==> config.mk <==
export PLATFORM = sky130hd
export DESIGN_NAME = uram_chk_tag_pipe
export DESIGN_NICKNAME = d
export VERILOG_FILES = /design/src/rtl/uram_readback_checker_pkg.sv /design/src/rtl/uram_readback_checker_tag_pipe.sv
export SDC_FILE = /design/constraint.sdc
export NUM_CORES = 1
export LEC_CHECK = 0
export CAP_MARGIN = 0
export CORE_AREA = 5 5 42 44
export CTS_BUF_LIST = sky130_fd_sc_hd__clkbuf_8
export CTS_CLUSTER_DIAMETER = 30
export DETAILED_ROUTE_END_ITERATION = 7
export DIE_AREA = 0 0 47 49
export PLACE_DENSITY_LB_ADDON = 0.25
export REMOVE_ABC_BUFFERS = 1
export SLEW_MARGIN = 20
export SYNTH_ARGS = -nofsm -noshare
export SYNTH_HDL_FRONTEND = slang
export SYNTH_SLANG_ARGS = --single-unit
export TNS_END_PERCENT = 30
==> constraint.sdc <==
create_clock -name clock -period 0.8 [get_ports clock]
set_input_delay 0.16 -clock clock [delete_from_list [all_inputs] [get_ports clock]]
set_output_delay 0.16 -clock clock [all_outputs]
set_load 0.02 [all_outputs]
==> src/rtl/uram_readback_checker_pkg.sv <==
// ------------------------------------------------------------------------
// uram_chk_pkg: shared types, default geometry and expected-pattern helper.
// Rev 1.0
// ------------------------------------------------------------------------
`default_nettype none

package uram_chk_pkg;

  localparam int          DEF_ADDR_W = 12;
  localparam int          DEF_DATA_W = 64;
  localparam logic [11:0] DEF_OFFSET = 12'h10;

  typedef enum logic [1:0] {
    IDLE  = 2'd0,
    ISSUE = 2'd1,
    DRAIN = 2'd2,
    DONE  = 2'd3
  } state_t;

  // Pattern is (addr + offset) wrapped to the address width, zero-extended.
  function automatic logic [63:0] expected_word(input logic [31:0] addr,
                                                input logic [31:0] offset,
                                                input int unsigned aw);
    logic [31:0] sum;
    logic [31:0] mask;
    sum  = addr + offset;
    mask = (aw >= 32) ? '1 : ((32'd1 << aw) - 32'd1);
    return {32'd0, sum & mask};
  endfunction

endpackage

`default_nettype wire

==> src/rtl/uram_readback_checker_tag_pipe.sv <==
// ------------------------------------------------------------------------
// uram_chk_tag_pipe: RD_LAT-deep {valid, addr} delay line, cleared by reset.
// Rev 1.0
// ------------------------------------------------------------------------
`default_nettype none

module uram_chk_tag_pipe
  import uram_chk_pkg::*;
#(
  parameter int RD_LAT = 1,
  parameter int ADDR_W = DEF_ADDR_W
) (
  input  logic              clock,
  input  logic              reset,
  input  logic              valid_i,
  input  logic [ADDR_W-1:0] addr_i,
  output logic              valid_o,
  output logic [ADDR_W-1:0] addr_o,
  output logic              pending_o
);

  logic [RD_LAT-1:0] valid_q;
  logic [ADDR_W-1:0] addr_q [RD_LAT];

  always_ff @(posedge clock) begin
    if (reset) begin
      valid_q <= '0;
      for (int i = 0; i < RD_LAT; i++) addr_q[i] <= '0;
    end else begin
      valid_q[0] <= valid_i;
      addr_q[0]  <= addr_i;
      for (int i = 1; i < RD_LAT; i++) begin
        valid_q[i] <= valid_q[i-1];
        addr_q[i]  <= addr_q[i-1];
      end
    end
  end

  assign valid_o = valid_q[RD_LAT-1];
  assign addr_o  = addr_q[RD_LAT-1];

  // Entries still in flight behind the output stage.
  if (RD_LAT > 1) begin : g_pend
    assign pending_o = |valid_q[RD_LAT-2:0];
  end else begin : g_nopend
    assign pending_o = 1'b0;
  end

endmodule

`default_nettype wire

==> metrics.md, run 1 <==
| Metric | Value |
|---|---|
| Met3 usage | `0.0406` |
| Max Cap Viol | `0` |
| Crit Path Max Fanout | `1` |
| Commonest cells after routing, fill and taps aside | `dfxtp_2 (13), clkdlybuf4s50_1 (13), buf_6 (13)` |
| Pwr per Cell Area | `1940 nW/um^2` |
| Antenna Diode Count | `0` |
| Via density | `3.80` |
| Fmax | `1.21 GHz` |
| WL final | `845 um` |
| Starting Density | `0.290` |
| Start-to-end type of the worst setup path | `reg2out` |
| Number of port buffers | `27` |
| TritonCTS Sinks | `13` |
| H-Tree Level Count | `1` |
| M2 GR Usage | `0.124` |
| Hold Buf Count CTS | `0` |
| Total core area | `1400 um^2` |
| Crit-path max cell delay | `0.31 ns` |
| Crit path buf inv count | `1` |
| Routed WL per cell | `11.3 um` |
| WP data required | `0.64 ns` |
| Post-CTS Setup Bufs | `0` |
| Clk root buf | `clkbuf_8` |
| CTS tree | `built` |
| Die Y | `about 50 um` |
| Cell family with most CP delay | `flip-flops` |
| Clock Pin Slew Worst Setup and Hold Paths | `0.05 ns` |
| First-pass DRT Iterations | `2` |
| Vias in the first global route | `292` |
| Nets | `75` |
| #FFs+latches synth | `13` |
| Tmin final | `roughly 0.83 ns` |
| First-pass GRT wire length | `1200 um` |
| Cts repair resizes | `88` |
| Failing checks | `negative setup slack` |
| Yosys warns | `0` |
| Post-synthesis sequential area ratio | `0.640` |
| CP endpoint kind | `primary output` |
| Post-Syn Area | `just over 400 um^2` |
| GRT Max-Usage Layer | `met2` |
| DR vias | `285` |
| Cell taking the most area after synthesis | `dfxtp_1` |
| WHS | `0.448 ns` |
| DRC Markers | `0` |
| Syn-to-layout area delta | `90.5%` |
| Remaining antenna violation count after routing | `0` |
| Routing usage on met1 | `0.0689` |
| GRT Total Usage | `0.0770` |
| Hold Violations, Final | `0` |
| Max-slew violations | `0` |
| Final worst setup slack | `-0.0289 ns` |
| DRT iter0 DRCs | `1` |
| Syn Area/Cell | `14.0 um^2` |
| Worst VDD drop | `~1000 uV` |
| Total chip power | `1.50 mW` |
| Top cell type's share of synthesized area | `0.640` |
| Ranking of synthesized cells by area | `dfxtp_1 (64%), nor2b_2 (17%), nor2b_4 (6.8%), and2b_2 (6.5%), buf_6 (2.8%)` |
| Row count | `14` |
| Ports | `29` |
| Cells after synthesis | `29` |
| Critical Path AT | `0.67 ns` |
| Synth cell types | `7` |
| Pin count of the biggest net entering global routing | `11` |
| Final setup vio count | `13` |
| Share of cells above drive strength 1 | `0.729` |
| CP Launch Type | `flop` |
| Worst-path cell chain | `buf_6` |
| Total gr overflow | `0` |
| Leak Pwr | `0.342 nW` |
| Final period util | `1.04` |
| Die span in x | `47 um` |
| Clock Path Buffers | `2` |
| RSZ-0062 raised after global routing | `yes` |
| GP Congestion | `0.563` |
| Num CTS Buffers | `3` |
| Min-delay worst type | `in2reg` |
| Initial antenna violation count | `0` |
| Worst path slowest cell | `dfxtp_2` |
| Die area | `2300 um^2` |
| Status | `finished, violations left` |
state kept, by name, summed over array words and instances (netlist names):
| signal | flops |
|---|---|
| addr_q | 12 |
| valid_o | 1 |
routing by layer:
layer,part of all wire,routed length (um),vias up
li1,-,-,142
met1,0.29,249,127
met2,0.56,470,16
met3,0.15,126,0
met4,0,0,0
met5,0,0,-
cell usage after synthesis:
library cell	n
nor2b_2	8
conb_1	1
buf_6	1
nor2b_4	2
and2b_2	3
dfxtp_1	13
buf_4	1
per-stage QoR:
step / cell area (um^2) / cells / worst slack (ns) / setup TNS (ns) / util
after floorplan: 388 / 27 / 0.245 / 0 / -
after global placement: 698 / 71 / -0.262 / -6.40 / 0.498
after detailed placement: 698 / 71 / -0.276 / -6.57 / 0.498
after CTS: 769 / 75 / -0.0361 / -0.429 / 0.549
after global routing: 774 / 75 / -0.0530 / -0.623 / 0.553
final: 774 / 75 / -0.0289 / -0.339 / 0.553
area by class of cell:
| type | count | area, um^2 |
|---|---|---|
| clock buffer | 3 | 41.3 |
| clock inverter | 1 | 3.75 |
| multi-input combinational | 14 | 128 |
| sequential | 13 | 277 |
| tap | 16 | 20.0 |
| fill | 146 | 627 |
| timing repair buffer | 28 | 305 |
path summary, 6_finish.rpt:
path | to | slack (ns) | cells past startpoint | from
max | addr_o[7] | -0.03 | 1 | addr_q[0][7]$_SDFF_PP0_
min | addr_q[0][11]$_SDFF_PP0_ | 0.45 | 2 | reset
power breakdown:
group | internal, mW | total (mW) | leakage (nW) | switching (mW)
sequential | 0.690 | 0.706 | 0.112 | 0.0151
clock | 0.337 | 0.546 | 0.0269 | 0.209
combinational | 0.160 | 0.251 | 0.203 | 0.0918
total | 1.19 | 1.50 | 0.342 | 0.316
cell families after synthesis:
group / after synthesis / synth area share
buf+inv: 2 / 0.0462
flops: 13 / 0.640
other cells: 1 / 0.00922
simple gates: 13 / 0.305
(Power assumes the default switching activity.)
==> run 2, diff against run 1 <==
- clock period: 0.8 -> 1 ns (I/O delays scaled with it)
==> run 2 against run 1 <==
Net effect:
- total power decreased by 23%
- critical path type unchanged
- die area unchanged
- critical path depth unchanged
- the flow now finishes without violations
- clock power decreased by 20%
==> metrics.md, run 2 (synthesis results as in run 1) <==
| Metric | Value |
|---|---|
| Share of cells above drive strength 1 | `0.508` |
| Syn-to-layout area delta | `66.8%` |
| Final worst setup slack | `between 0.1 and 0.15 ns` |
| Vias in the first global route | `286` |
| First-pass GRT wire length | `1170 um` |
| Worst path slowest cell | `dfxtp_1` |
| Status | `finished, final reports clean` |
| Crit Path Max Fanout | `1` |
| DRT iter0 DRCs | `1` |
| WL final | `836 um` |
| Max Cap Viol | `0` |
| DR vias | `283` |
| Antenna Diode Count | `0` |
| Setup slack at placement | `-0.116 ns` |
| Cell family with most CP delay | `flip-flops` |
| Ports | `29` |
| Clk root buf | `clkbuf_8` |
| Register area | `260 um^2` |
| Fillers | `151` |
| Row count | `14` |
| Die span in x | `47 um` |
| Pwr per Cell Area | `1710 nW/um^2` |
| Tmin final | `0.898 ns` |
| Most common cell after layout, fill and taps aside | `clkdlybuf4s50_1` |
| Initial antenna violation count | `0` |
| H-Tree Level Count | `1` |
| CP Launch Type | `flop` |
| WP data required | `0.80 ns` |
| Pin count of the biggest net entering global routing | `11` |
| Total gr overflow | `0` |
| Routed WL per cell | `roughly 11 um` |
| First-pass DRT Iterations | `2` |
| Max-slew violations | `0` |
| Area occupied by multi-input gates | `around 130 um^2` |
| Max reg flops | `12` |
| Crit path buf inv count | `1` |
| CP endpoint kind | `primary output` |
| Critical Path AT | `0.70 ns` |
| GP Congestion | `0.563` |
| Final period util | `0.898` |
| Num CTS Buffers | `3` |
| Hold Violations, Final | `0` |
| GRT Total Usage | `0.0750` |
| Worst VDD drop | `~780 uV` |
| Number of port buffers | `27` |
| TNS Setup | `0 ns` |
| Remaining antenna violation count after routing | `0` |
| Die Y | `49 um` |
| Crit-path max cell delay | `0.30 ns` |
| Leak Pwr | `around 0.32 nW` |
| Total core area | `1400 um^2` |
| Crit. Startpoint | `addr_q[0][7]$_SDFF_PP0_` |
| CTS tree | `built` |
| Die area | `2300 um^2` |
| Clock Pin Slew Worst Setup and Hold Paths | `0.05 ns` |
| Start-to-end type of the worst setup path | `reg2out` |
| Starting Density | `0.290` |
| RSZ-0062 raised after global routing | `no` |
| Fmax | `between 1 and 1.5 GHz` |
| Min-delay worst type | `in2reg` |
| Hold Startpoint | `addr_i[8]` |
| DRC Markers | `0` |
| Commonest cells after routing, fill and taps aside | `clkdlybuf4s50_1 (14), dfxtp_1 (13), buf_2 (13)` |
| Via density | `about 3.8` |
| Hold Buf Count CTS | `0` |
| Worst-path cell chain | `buf_2` |
| Final setup vio count | `0` |
| Largest Register | `addr_q` |
| Area after DPL | `698 um^2` |
| Final Util | `0.484` |
| Final instance area | `678 um^2` |
| Nets | `75` |
| Clock Path Buffers | `2` |
| TritonCTS Sinks | `13` |
## run 2: cell types whose count changed in the layout (fill, tap and decap cells not counted)
cell             before  now
dlygate4sd2_1         1    0
dfxtp_1               0   13
dfxtp_2              13    0
buf_2                 0   13
clkdlybuf4s50_1      13   14
buf_6                13    0
## run 2: per-stage QoR
stage	total power [mW]	instances	hold slack, ns
after floorplan	0.632	27	0.264
after global placement	0.761	71	0.767
after detailed placement	0.764	71	0.774
after CTS	1.19	75	0.526
after global routing	1.22	75	0.523
final	1.16	75	0.526
## run 2: per-layer routing
metal / global-route usage / part of all wire / vias to the layer above
met5: 0 / 0 / -
met4: 0.0553 / 0 / 0
met3: 0.0406 / 0.16 / 0
met2: 0.118 / 0.53 / 16
met1: 0.0690 / 0.31 / 125
li1: - / - / 142
## run 2: worst paths after layout
path / to / slack [ns] / cells after the start
min: addr_q[0][8]$_SDFF_PP0_ / 0.53 / 2
max: addr_o[7] / 0.10 / 1
## run 2: final cells by class
type | count | area share
clock buffers | 3 | 0.0609
clock inverters | 1 | 0.00554
multi-input cells | 14 | 0.188
flip-flops and latches | 13 | 0.384
well taps | 16 | 0.0295
repair buffers | 28 | 0.332
## run 2: repair_timing
action	CTS	global route
buffers inserted	0	0
pin swaps	0	0
setup endpoints to repair	13	8
hold endpoints to repair	0	0
gates resized for setup	44	8
## run 2: power by group
group	internal (mW)	leakage (nW)	switching, mW
Sequential	0.546	0.108	0.00537
Combinational	0.0972	0.185	0.0740
Clock	0.270	0.0269	0.168
Total	0.913	0.320	0.248
